**src/rtl/bk_memctl.sv**
```systemverilog
// BK-0010 core bus to asynchronous 16-bit SRAM responder, with single-word
// video fetches from the screen area interleaved between CPU accesses.
module bk_memctl #(
  parameter int WAIT = 2
) (
  input  logic        clk,
  input  logic        reset,
  input  logic        cpu_rd,
  input  logic        cpu_wt,
  input  logic        cpu_byte,
  input  logic [15:0] cpu_adr,
  input  logic [15:0] cpu_data_i,
  output logic [15:0] cpu_data_o,
  output logic        cpu_reply,
  input  logic        vid_req,
  input  logic [12:0] vid_adr,
  output logic [15:0] vid_data,
  output logic        vid_valid,
  output logic        vid_ovr,
  output logic [17:0] sram_a,
  input  logic [15:0] sram_d_i,
  output logic [15:0] sram_d_o,
  output logic        sram_d_oe,
  output logic        sram_we_n,
  output logic        sram_oe_n,
  output logic        sram_ub_n,
  output logic        sram_lb_n
);

  typedef enum logic [2:0] {IDLE, SETUP, STROBE, HOLD, REPLY} state_t;

  state_t      state, next_state;
  logic [3:0]  cnt;
  logic        served;
  logic        pend_valid;
  logic [12:0] pend_adr;
  logic        own_vid;
  logic        is_wr;
  logic        byte_wr;
  logic        odd;
  logic        cpu_act;
  logic        cpu_req;
  logic        start_vid;
  logic        start_cpu;
  logic        last_strobe;

  assign cpu_act     = cpu_rd | cpu_wt;
  assign cpu_req     = cpu_act & ~served;
  assign start_vid   = (state == IDLE) && pend_valid;
  // A fresh vid_req holds the CPU off for one cycle so video still wins a tie.
  assign start_cpu   = (state == IDLE) && !pend_valid && !vid_req && cpu_req;
  assign last_strobe = (state == STROBE) && (cnt == 4'd0);

  always_ff @(posedge clk or posedge reset) begin
    if (reset) state <= IDLE;
    else       state <= next_state;
  end

  always_comb begin
    next_state = state;
    case (state)
      IDLE:    if (start_vid || start_cpu) next_state = SETUP;
      SETUP:   next_state = STROBE;
      STROBE:  if (cnt == 4'd0) next_state = HOLD;
      HOLD:    next_state = (own_vid || !cpu_act) ? IDLE : REPLY;
      REPLY:   if (!cpu_act) next_state = IDLE;
      default: next_state = IDLE;
    endcase
  end

  always_comb begin
    sram_we_n = 1'b1;
    sram_oe_n = 1'b1;
    sram_ub_n = 1'b1;
    sram_lb_n = 1'b1;
    sram_d_oe = 1'b0;
    cpu_reply = 1'b0;
    vid_valid = 1'b0;
    if (state == SETUP || state == STROBE || state == HOLD) begin
      sram_ub_n = is_wr & byte_wr & ~odd;
      sram_lb_n = is_wr & byte_wr & odd;
      sram_d_oe = is_wr;
    end
    case (state)
      SETUP:   sram_oe_n = is_wr;
      STROBE: begin
        sram_oe_n = is_wr;
        sram_we_n = ~is_wr;
      end
      HOLD:    vid_valid = own_vid;
      REPLY:   cpu_reply = 1'b1;
      default: ;
    endcase
  end

  // Access attributes, address and write data are frozen at IDLE->SETUP.
  always_ff @(posedge clk or posedge reset) begin
    if (reset) begin
      cnt        <= 4'd0;
      own_vid    <= 1'b0;
      is_wr      <= 1'b0;
      byte_wr    <= 1'b0;
      odd        <= 1'b0;
      sram_a     <= 18'd0;
      sram_d_o   <= 16'd0;
      cpu_data_o <= 16'd0;
      vid_data   <= 16'd0;
      pend_valid <= 1'b0;
      pend_adr   <= 13'd0;
      vid_ovr    <= 1'b0;
      served     <= 1'b0;
    end else begin
      if (state == SETUP)
        cnt <= 4'(WAIT - 1);
      else if (state == STROBE && cnt != 4'd0)
        cnt <= cnt - 4'd1;

      if (start_vid) begin
        own_vid <= 1'b1;
        is_wr   <= 1'b0;
        byte_wr <= 1'b0;
        odd     <= 1'b0;
        sram_a  <= {5'b00001, pend_adr};
      end else if (start_cpu) begin
        own_vid <= 1'b0;
        is_wr   <= cpu_wt;
        byte_wr <= cpu_byte;
        odd     <= cpu_adr[0];
        sram_a  <= {3'b000, cpu_adr[15:1]};
        if (cpu_wt) sram_d_o <= cpu_data_i;
      end

      vid_ovr <= 1'b0;
      if (vid_req) begin
        pend_valid <= 1'b1;
        pend_adr   <= vid_adr;
        if (pend_valid && !start_vid) vid_ovr <= 1'b1;
      end else if (start_vid) begin
        pend_valid <= 1'b0;
      end

      if (last_strobe && !is_wr) begin
        if (own_vid) vid_data   <= sram_d_i;
        else         cpu_data_o <= sram_d_i;
      end

      if (state == HOLD && next_state == REPLY) served <= 1'b1;
      else if (!cpu_act)                         served <= 1'b0;
    end
  end

endmodule

```
**config.mk**
```make
export PLATFORM = sky130hd
export DESIGN_NAME = bk_memctl
export DESIGN_NICKNAME = d
export VERILOG_FILES = /design/src/rtl/bk_memctl.sv
export SDC_FILE = /design/constraint.sdc
export NUM_CORES = 1
export LEC_CHECK = 0
export BUFFER_PORTS_ARGS = -buffer_cell sky130_fd_sc_hd__buf_2
export CORE_UTILIZATION = 45
export CTS_CLUSTER_SIZE = 14
export DETAILED_ROUTE_END_ITERATION = 12
export GPL_TIMING_DRIVEN = 0
export PLACE_DENSITY = 0.75
export SETUP_SLACK_MARGIN = 0.5
export SLEW_MARGIN = 20
export SYNTH_ARGS = -nofsm -noshare
export SYNTH_HDL_FRONTEND = slang
export SYNTH_SLANG_ARGS = --single-unit
```
**constraint.sdc**
```tcl
create_clock -name clk -period 5.6 [get_ports clk]
set_clock_uncertainty 0.15 [all_clocks]
set_input_delay 1.68 -clock clk [delete_from_list [all_inputs] [get_ports clk]]
set_output_delay 1.68 -clock clk [all_outputs]
set_load 0.02 [all_outputs]
```
**After elaboration in Yosys (flattened, before gate mapping)**

Index checks and enable logic that the tools add are counted.

- Output and inout bits: 74
- Input bits: 67
- Register bits after elaboration: 93
- Logic and storage cells: 89

- Bitwise operators: 10
- $add $sub $neg: 1
- Mux-type cells: 30
- Equal/unequal tests: 6
- Reductions and logical operators: 28

Operator list:

| kind | count |
|---|---|
| two-way mux 18 bit | 2 |
| two-way mux 1 bit | 21 |
| case mux 3 bit (5 select lines) | 1 |
| two-way mux 3 bit | 4 |
| logical AND 1 bit | 9 |
| two-way mux 4 bit | 2 |
| == test 3 x 2 -> 1 bit, second input constant | 2 |
| == test 3 bit, second input constant | 2 |
| nonzero test 2 bit | 3 |
| logical NOT 1 bit | 5 |
| inverter 1 bit | 5 |
| AND 1 bit | 4 |
| logical NOT 4 bit | 1 |
| logical OR 1 bit | 4 |
| AND reduction 2 bit | 2 |
| nonzero test 4 bit | 1 |
| subtractor 4 x 1 -> 4 bit, second input constant | 1 |
| == test 3 x 1 -> 1 bit, second input constant | 1 |
| logical NOT 3 bit | 1 |
| AND reduction 3 bit | 1 |
| != test 2 x 1 -> 1 bit, second input constant | 1 |
| OR reduction 2 bit | 1 |
| bitwise OR 1 bit | 1 |

**Logic depth before layout (Yosys ltp)**

- Depth in word-level cells: 10
- Depth in mapped cells: 8
- Gate-level depth less buffers: 6

**Least setup slack after synthesis**

Ideal clock, no wire load.

- Kind: input port to flip-flop
- From: in vid_req
- To: reg sram_a[0]
- Data required time: 5.372 ns
- Stages: 5
- Path slack: 2.513 ns
- Path buffers: 2
- Arrival time: 2.860 ns
- Setup time: 0.078 ns
- Cells stage by stage: clkbuf_1 -> nor3_1 -> buf_2 -> o22ai_1 -> a21oi_1

- Longest elaborated chain between the ends: 4

Ends and longest elaborated chain:

| element | line | RTL |
|---|---|---|
| start: declaration | 15 | `input logic vid_req,` |
| logical NOT 1 bit | 51 | `assign start_cpu = (state == IDLE) && !pend_valid && !vid_req && cpu_req;` |
| logical AND 1 bit (2 in a row) | 51 |  |
| nonzero test 2 bit (no source line) | -- |  |
| end signal: assignment | 123 | `sram_a <= {5'b00001, pend_adr};` |
| end signal: assignment | 129 | `sram_a <= {3'b000, cpu_adr[15:1]};` |
| end: declaration | 20 | `output logic [17:0] sram_a,` |

No other way between the ends.
A chain may end at the register's enable or synchronous reset.

**Worst setup path in the final report**

- From: reg state[1]
- To: out sram_oe_n

- Longest elaborated chain between the ends: 3
- Elaborated cells on any way between the ends: 4
- Those cells by class: 2 x eq/ne; 1 x mux; 1 x reduce/logical

Ends and longest elaborated chain:

| element | line | RTL |
|---|---|---|
| start: declaration | 32 | `state_t state, next_state;` |
| start signal: assignment | 56 | `else state <= next_state;` |
| == test 3 x 2 -> 1 bit / == test 3 x 1 -> 1 bit (equally long branches) | 84 | `case (state)` |
| OR reduction 2 bit (no source line) * | -- |  |
| two-way mux 1 bit * | 84 |  |
| end: declaration | 25 | `output logic sram_oe_n,` |

Every way passes the cells marked *; elsewhere a longest branch is shown, timed or not.

==> metrics.txt <==
Setup CP Type=register to output pin; CORE AREA=7888 um2; global-route wire length before repair=13.40 mm; vias per inst=5.194; worst path cell trace=buf_4 > xnor2_1 > or3_1 > buf_2; Hold Path Origin=vid_data[4]; number of global-route vias before repair=2,771; Yosys reg bits=90; antenna diode count=0; initial antenna violation count=0; Reg power frac=39.1%; Yosys cell types=39; Sink Count=90; post-synthesis xor/xnor area fraction=0.4665%; remaining global-route overflow=0; Worst Tran Pin Value=0.8418 ns; post-synthesis simple-gate area fraction=7.264%; hold depth=1; per-cell routed wire length=~16 um; Detailed Route WL=8.250 mm; startpoint types=register; R2R setup slack=3.45 ns; Crit path largest cell delay=0.37 ns; post-CTS resize count=0; Reg clk slew, reported paths=roughly 0.090 ns; Die Area=approximately 8700 um2; Ports=141; maximum VDD drop=0.3190 mV; most common cell after layout, fill and taps aside=buf_2; Sw Share=41.14%; Lkg Pwr=2.399 nW; Die W=slightly above 90 um; register area share after synthesis=59.98%; Placement Rows=32; max cap viols=0; Area Growth Syn to Fin=27.22%; CP Capture Type=output pin; ys flop type=dfrtp_1; Total GRT Usage=19.96%; largest net degree at the start of global routing=60; total negative slack=0 ns; post-layout net count=494; post-synthesis mux area share=19.83%; setup bufs post-CTS=0; drt first pass iters=4; Period minus WS final=3.333 ns; Initial Util=47.60%; gpl congestion=between 0.7 and 0.8; combinational share of power=46.5%; largest family of logic cells by synthesized area=multiplexers; Rel. slew slack=between 40% and 50%; final hold viol count=0; area share of fa/ha/maj cells after synthesis=less than 1%; layout filler cell count=633; register area=about 2300 um2; Synth async-reset ratio=100.0%; Port Buffers=136; maximum root-to-sink buffer count=2; Mapped Cells=between 200 and 300; hold-fix buffer count after cts=0; DRC=0; CTS root buf=clkbuf_8; Worst Hold Class=register to register; unrepaired setup endpoints after global routing=false; clk_lat worst skew=0.35 ns; r2r startpoint=cnt[0]; FF-to-FF path depth=8; Final Max Tran Viols=0; status=complete, no violations; CTS tree=yes; RR Endpoint=cpu_data_o[4]; antenna-violating nets left=0; Crit Path Max Fanout=8; Die Ht=93.35 um; DP Wirelength=around 6.1 mm; period utilization=59.52%; Multi-input gate area=1380 um2; clock power share=14.4%; fmax=300.0 MHz; Cell Int Power=1.642 mW; Net Switching=between 1 and 1.5 mW; via count=2,763; CP top delay family=flip-flops; Mean Syn Cell Area=13.65 um2; synth warn=0; slowest CP cell=dfrtp_1; share of layout cells above drive strength 1=54.19%; crit path DAT=1.50 ns; H-tree depth=3; Worst Path Required=roughly 3.8 ns; CTS buffer count=9; most frequent cells in the layout=buf_2 (138), dfrtp_1 (90), mux2_2 (51); Post-synth EDFFs=0; compound-gate portion of the synthesized area=8.231%; Power per Cell Area=roughly 600 nW/um2; WP buf/inv=2; overall power=~2.8 mW; setup violators final=0; DRT iter0 DRCs=77; endpoint with the worst hold slack=vid_data[4]; Synth Cell Area=3755 um2
==> how the worst max path moves through the flow <==
stage / cells after the start / slack, ns / startpoint / endpoint
floorplan: 1 / 1.43 / reset / byte_wr
global placement: 2 / 0.40 / reset / odd
detailed placement: 4 / 2.10 / vid_req / odd
CTS: 4 / 2.25 / state[1] / sram_oe_n
global route: 4 / 2.18 / state[1] / sram_oe_n
finish: 4 / 2.27 / state[1] / sram_oe_n
==> registers in the layout (all words and copies together) (netlist names) <==
register and flops:
is_wr 1, own_vid 1, cnt 4, odd 1, sram_d_o 16, sram_a 15
vid_data 16, byte_wr 1, pend_adr 13, cpu_data_o 16, served 1, state 3
vid_ovr 1, pend_valid 1
==> per-layer routing <==
metal / global-route usage, % / wire length (um) / share of wire [%]
met2: 31.92 / 3954 / 48
met3: 5.610 / 672 / 8.1
met5: 0 / 0 / 0
met4: 6.923 / 91 / 1.1
met1: 26.09 / 3532 / 43
==> stage by stage <==
step	instance area [um2]	utilization, %	std cells	setup WS, ns	hold slack [ns]
floorplan	3762	-	277	1.435	0.3155
global placement	4571	57.95	515	0.4039	0.3331
detailed placement	4601	58.33	516	2.102	0.3377
CTS	4777	60.56	532	2.250	0.3597
global route	4777	60.56	532	2.178	0.3650
finish	4777	60.56	532	2.267	0.3552
==> cell usage after synthesis (3+ instances only) <==
master    count  area [um2]
clkbuf_1      5       18.77
mux2_4       10       150.1
or3_1         3       18.77
a21oi_1      14       70.07
dfrtp_1      90        2252
nand3_1       3       15.01
nor2_1        8       30.03
a22o_1        3       26.28
buf_6         4       45.04
buf_4         5       37.54
o22ai_1      27       168.9
nand2_1      16       60.06
mux2_2       51       574.3
inv_1         4       15.01
==> cell type report <==
| cell class | count | area share [%] |
|---|---|---|
| Buffer | 17 | 2.410 |
| Clock buffer | 9 | 2.593 |
| Clock inverter | 7 | 1.100 |
| Inverter | 4 | 0.3667 |
| Multi-Input combinational cell | 166 | 28.89 |
| Sequential cell | 90 | 47.15 |
| Tap cell | 102 | 2.672 |
| Timing Repair Buffer | 137 | 14.82 |
==> power by group through the flow <==
stage | clock, mW | sequential [mW] | combinational (mW)
floorplan | 0 | 1.38 | 0.600
global placement | 0 | 1.09 | 1.27
detailed placement | 0 | 1.10 | 1.31
CTS | 0.414 | 1.09 | 1.31
global route | 0.443 | 1.13 | 1.40
finish | 0.402 | 1.09 | 1.30
==> cells by family (layout without fill, tap and decap cells) <==
group,Yosys count,count (layout)
flip-flops,90,90
multiplexers,63,63
AO/OA/AOI/OAI,50,50
AND/OR/NAND/NOR,46,46
buffers and inverters,21,174
adder cells (fa/ha/maj),2,2
XOR/XNOR,2,2
other,1,3
Power figures use the tool's default switching activity.
